### src/rtl/sram_interface.sv
// rtl/sram_interface.sv - single-access command responder driving an asynchronous 16-bit SRAM pair
module sram_interface #(
    parameter int SETUP_CYCLES = 2,
    parameter int PULSE_CYCLES = 4,
    parameter int HOLD_CYCLES  = 2
) (
    input  logic        CLK_48MHZ,
    input  logic        RESET,
    input  logic [1:0]  CMD_IN,
    input  logic [15:0] DATA_IN,
    input  logic [17:0] ADDRESS_IN,
    input  logic        CHIP_SELECT_IN,
    output logic        SRAM_STATUS,
    output logic [15:0] READ_DATA,
    output logic        READ_VALID,
    output logic [17:0] SRAM_ADDR,
    output logic [15:0] SRAM_DQ_OUT,
    output logic        SRAM_DQ_OE,
    input  logic [15:0] SRAM_DQ_IN,
    output logic [1:0]  SRAM_CE_N,
    output logic        SRAM_WE_N,
    output logic        SRAM_OE_N,
    output logic        SRAM_LB_N,
    output logic        SRAM_UB_N
);

    localparam logic [1:0] ST_IDLE  = 2'd0;
    localparam logic [1:0] ST_SETUP = 2'd1;
    localparam logic [1:0] ST_PULSE = 2'd2;
    localparam logic [1:0] ST_HOLD  = 2'd3;

    localparam logic [1:0] CMD_IDLE  = 2'd0;
    localparam logic [1:0] CMD_WRITE = 2'd1;
    localparam logic [1:0] CMD_READ  = 2'd2;

    // Phase counters count 0..N-1, so each phase lasts exactly N clocks.
    localparam logic [3:0] SETUP_LAST = 4'(SETUP_CYCLES - 1);
    localparam logic [3:0] PULSE_LAST = 4'(PULSE_CYCLES - 1);
    localparam logic [3:0] HOLD_LAST  = 4'(HOLD_CYCLES - 1);

    logic [1:0] state;
    logic [3:0] phase_cnt;
    logic       armed;
    logic       is_write;
    logic [3:0] phase_last;
    logic       accept;
    logic       phase_done;
    logic       setup_done;
    logic       pulse_done;
    logic       hold_done;

    // Accept decode and end-of-phase detection.
    always_comb begin
        phase_last = 4'd0;
        case (state)
            ST_SETUP: phase_last = SETUP_LAST;
            ST_PULSE: phase_last = PULSE_LAST;
            ST_HOLD:  phase_last = HOLD_LAST;
            default:  phase_last = 4'd0;
        endcase
        accept     = (state == ST_IDLE) && armed &&
                     ((CMD_IN == CMD_WRITE) || (CMD_IN == CMD_READ));
        phase_done = (state != ST_IDLE) && (phase_cnt == phase_last);
        setup_done = phase_done && (state == ST_SETUP);
        pulse_done = phase_done && (state == ST_PULSE);
        hold_done  = phase_done && (state == ST_HOLD);
    end

    // Phase sequencing and the arm flag that forces CMD_IN back to idle between accesses.
    always_ff @(posedge CLK_48MHZ or negedge RESET) begin
        if (!RESET) begin
            state     <= ST_IDLE;
            phase_cnt <= 4'd0;
            armed     <= 1'b0;
            is_write  <= 1'b0;
        end else begin
            case (state)
                ST_IDLE: begin
                    phase_cnt <= 4'd0;
                    if (accept) begin
                        state    <= ST_SETUP;
                        armed    <= 1'b0;
                        is_write <= (CMD_IN == CMD_WRITE);
                    end else if (CMD_IN == CMD_IDLE) begin
                        armed <= 1'b1;
                    end
                end
                ST_SETUP: begin
                    if (phase_done) begin
                        state     <= ST_PULSE;
                        phase_cnt <= 4'd0;
                    end else begin
                        phase_cnt <= phase_cnt + 4'd1;
                    end
                end
                ST_PULSE: begin
                    if (phase_done) begin
                        state     <= ST_HOLD;
                        phase_cnt <= 4'd0;
                    end else begin
                        phase_cnt <= phase_cnt + 4'd1;
                    end
                end
                default: begin
                    if (phase_done) begin
                        state     <= ST_IDLE;
                        phase_cnt <= 4'd0;
                    end else begin
                        phase_cnt <= phase_cnt + 4'd1;
                    end
                end
            endcase
        end
    end

    // Registered SRAM pins: chip/byte enables, address and write data span the whole access.
    always_ff @(posedge CLK_48MHZ or negedge RESET) begin
        if (!RESET) begin
            SRAM_STATUS <= 1'b0;
            SRAM_ADDR   <= 18'd0;
            SRAM_DQ_OUT <= 16'd0;
            SRAM_DQ_OE  <= 1'b0;
            SRAM_CE_N   <= 2'b11;
            SRAM_LB_N   <= 1'b1;
            SRAM_UB_N   <= 1'b1;
        end else if (accept) begin
            SRAM_STATUS <= 1'b1;
            SRAM_ADDR   <= ADDRESS_IN;
            SRAM_CE_N   <= CHIP_SELECT_IN ? 2'b01 : 2'b10;
            SRAM_LB_N   <= 1'b0;
            SRAM_UB_N   <= 1'b0;
            SRAM_DQ_OE  <= (CMD_IN == CMD_WRITE);
            if (CMD_IN == CMD_WRITE) begin
                SRAM_DQ_OUT <= DATA_IN;
            end
        end else if (hold_done) begin
            SRAM_STATUS <= 1'b0;
            SRAM_DQ_OE  <= 1'b0;
            SRAM_CE_N   <= 2'b11;
            SRAM_LB_N   <= 1'b1;
            SRAM_UB_N   <= 1'b1;
        end
    end

    // Strobes: WE_N or OE_N low for the PULSE phase only.
    always_ff @(posedge CLK_48MHZ or negedge RESET) begin
        if (!RESET) begin
            SRAM_WE_N <= 1'b1;
            SRAM_OE_N <= 1'b1;
        end else if (setup_done) begin
            SRAM_WE_N <= !is_write;
            SRAM_OE_N <= is_write;
        end else if (pulse_done) begin
            SRAM_WE_N <= 1'b1;
            SRAM_OE_N <= 1'b1;
        end
    end

    // Read capture on the edge that ends the strobe, with a one-cycle valid pulse.
    always_ff @(posedge CLK_48MHZ or negedge RESET) begin
        if (!RESET) begin
            READ_DATA  <= 16'd0;
            READ_VALID <= 1'b0;
        end else begin
            READ_VALID <= 1'b0;
            if (pulse_done && !is_write) begin
                READ_DATA  <= SRAM_DQ_IN;
                READ_VALID <= 1'b1;
            end
        end
    end

endmodule

### config.mk
export PLATFORM = sky130hd
export DESIGN_NAME = sram_interface
export DESIGN_NICKNAME = d
export VERILOG_FILES = /design/src/rtl/sram_interface.sv
export SDC_FILE = /design/constraint.sdc
export NUM_CORES = 1
export LEC_CHECK = 0
export CORE_MARGIN = 5
export CORE_UTILIZATION = 35
export CTS_CLUSTER_DIAMETER = 40
export CTS_CLUSTER_SIZE = 14
export DETAILED_ROUTE_END_ITERATION = 10
export PLACE_DENSITY = 0.76
export SYNTH_ARGS = -nofsm -noshare
export SYNTH_HDL_FRONTEND = slang
export SYNTH_SLANG_ARGS = --single-unit
export TNS_END_PERCENT = 1
### constraint.sdc
create_clock -name CLK_48MHZ -period 6.3 [get_ports CLK_48MHZ]
set_input_delay 1.26 -clock CLK_48MHZ [delete_from_list [all_inputs] [get_ports CLK_48MHZ]]
set_output_delay 1.26 -clock CLK_48MHZ [all_outputs]
set_load 0.02 [all_outputs]
==> results.md <==
- Reg-to-reg endpoint: READ_DATA[5]
- Max-cap viol count: 0
- Gpl congestion: 0.760
- Number of synthesized flops with an enable pin: 0
- Antenna diodes: 0
- Top-count cell post-synth: dfrtp_1
- Post-synth top cells: dfrtp_1 (61), nand2_1 (54), mux2_2 (24)
- FF-to-FF Start: state[0]
- Crit share post-route: 0.555
- Seq/Total Area, Yosys: 0.613
- Synth unique cells: 31
- Startpoint Class: input pin
- CP Data Required Time: 6520 ps
- Layout cells sized above 1: 0.181
- Vias in the first global route: 2004
- CTS tree: done
- Setup Viol. Count Final: 0
- Initial antenna violation count: 0
- Detail-routed via count per cell: 4.52
- Hold Slack: 479 ps
- Wire per inst: 14.5 µm
- Largest net degree at the start of global routing: 67
- PortBufs: 113
- FFs w/ async S/R, synth: 1.00
- Main synth FF type: dfrtp_1
- Max-slew violation count: 0
- Worst r2r path cells: 5
- Total Nets Final: 388
- CP Max Fanout: 25
- Postcts setup bufs: 0
- Maximum VDD drop: 0.230 mV
- PwrDens: 511 mW/mm²
- Post-DP HPWL: 4.61 mm
- Row count: 32
- Layout Area Growth over Synthesis: 51.8%
- Initial Util: 0.355
- CTS Buffer Depth: 2
- Max Clock Freq: 0.286 GHz
- Root Driver: clkbuf_8
- Hold_sp: SRAM_ADDR[7]
- DR DRC count: 0
- Fin. Hold Viols: 0
- Fin Setup TNS: 0 ps
- Worst min-delay path class: reg2reg
- Post-synth top area share: 0.565
- H-tree Lvls: 3
- Post_cts resized: 0
- Setup crit end kind: flip-flop
- Die H: 97.9 µm
- Crit path DAT: 3710 ps
- Kind of critical path: in2reg
- 1st-pass router iterations: 4
- Total Routing Usage GR: 0.133
- DIE AREA: 0.00958 mm²
- Avg Inst Size Synth: 12.8 µm²
- Post-CTS Hold Fix Bufs: 0
- FF+latch count, synth: 66
- Routed via count: 1956
- Num ports: 114
- Worst-skew pair later-pin latency: 340 ps
- Min-Delay Path Depth: 2
- First-pass GRT wire length: 10.2 mm
- Core box area: 0.00761 mm²
- Detail Route Antenna Nets: 0
- Slew HR: 0.389
- Yosys Warn Count: 0
- Die Wd: 97.9 µm
- Reg clk slew, reported paths: 80 ps
- Final Skew: 10.5 ps
- Post-synth top area cell: dfrtp_1
- Synthesized net count: 274
- Detailed Route WL: 6.29 mm
- Worst slew pin tran: 916 ps
- Clock sink total: 66
- Leak pwr: 1.85 nW
- RSZ-0062 raised after global routing: false
- Synthesized area: 0.00270 mm²
- Status: finished clean
- Cells after Synth: 212
- Hold EP: SRAM_ADDR[7]
- CTS buffer count: 9
- R2R Setup Slk: 3580 ps
- Grt ovf: 0
- Final Critical Period: 3500 ps
- DRT iter0 DRCs: 57
- Synth top area cells: dfrtp_1 (56%), mux2_2 (10%), nand2_1 (7.5%)
## cell usage in the layout (no fill, tap or decap), types with 3 or more instances in the layout
cell type and count:
ha_1 7, dfstp_2 5, nand3_1 3, dfrtp_1 61, clkdlybuf4s50_1 112, mux2_4 9
a21oi_1 3, nor2_1 7, inv_1 7, mux2_2 24, clkbuf_8 10, nand2_1 54
## layer usage
layer	routed length, µm	vias to the layer above	track usage	part of all wire
li1	-	930	-	-
met1	2620	951	0.167	0.42
met2	3170	65	0.217	0.50
met3	402	10	0.0329	0.064
met4	93	0	0.0575	0.015
met5	0	-	0	0
## flip-flops by register name, indices dropped and copies added, names as in the netlist, 2 cells and up
signal,count
SRAM_DQ_OUT,16
phase_cnt,4
state,2
SRAM_CE_N,2
SRAM_ADDR,18
READ_DATA,16
## through the flow
step	power (mW)	setup WS, ps	util	instances	area [µm²]
floorplan	1.27	3540	-	212	2700
global placement	1.69	2520	0.510	417	3880
detailed placement	1.72	2430	0.510	417	3880
CTS	2.13	2800	0.540	433	4110
global route	2.22	2670	0.540	433	4110
finish	2.10	2800	0.540	433	4110
## kinds of logic (layout without fill, tap and decap cells)
logic type | count (synthesis) | after routing | synth area share
AOI/OAI and AO/OA | 15 | 15 | 0.0407
buffers and inverters | 18 | 137 | 0.0416
adders and majority gates | 7 | 7 | 0.0324
DFF | 66 | 66 | 0.613
and+or+nand+nor | 70 | 70 | 0.112
xor gates and xnor gates | 3 | 3 | 0.00972
muxes | 33 | 33 | 0.150
## power by group
part	internal, mW	total [mW]	switching [mW]
registers	0.626	0.740	0.114
logic	0.498	0.960	0.462
clock network	0.234	0.399	0.165
total	1.36	2.10	0.741
## critical path, cell delays in order
cell and delay [ps]:
clkdlybuf4s50_1 490, inv_1 70, ha_1 280, and3_2 460
and2_1 720, mux2_2 420
## worst max path at each step
stage / from / to / slack [ps]
after detailed placement: CMD_IN[1] / SRAM_DQ_OUT[12] / 2430
final: CMD_IN[1] / SRAM_DQ_OUT[12] / 2800
after global routing: CMD_IN[1] / SRAM_DQ_OUT[13] / 2670
after global placement: CMD_IN[1] / SRAM_DQ_OUT[6] / 2520
after CTS: CMD_IN[1] / SRAM_DQ_OUT[12] / 2800
after floorplan: CMD_IN[1] / SRAM_DQ_OUT[10] / 3540
## final cells by class
cell class | instances | area, µm²
sequential | 66 | 1660
fill | 646 | 3500
clock inverter | 6 | 88.8
inverter | 7 | 26.3
clock buffer | 10 | 138
multi-input combinational | 128 | 933
timing repair buffer | 114 | 1130
tap | 102 | 128
No activity file was read; power rests on OpenSTA's default activity.
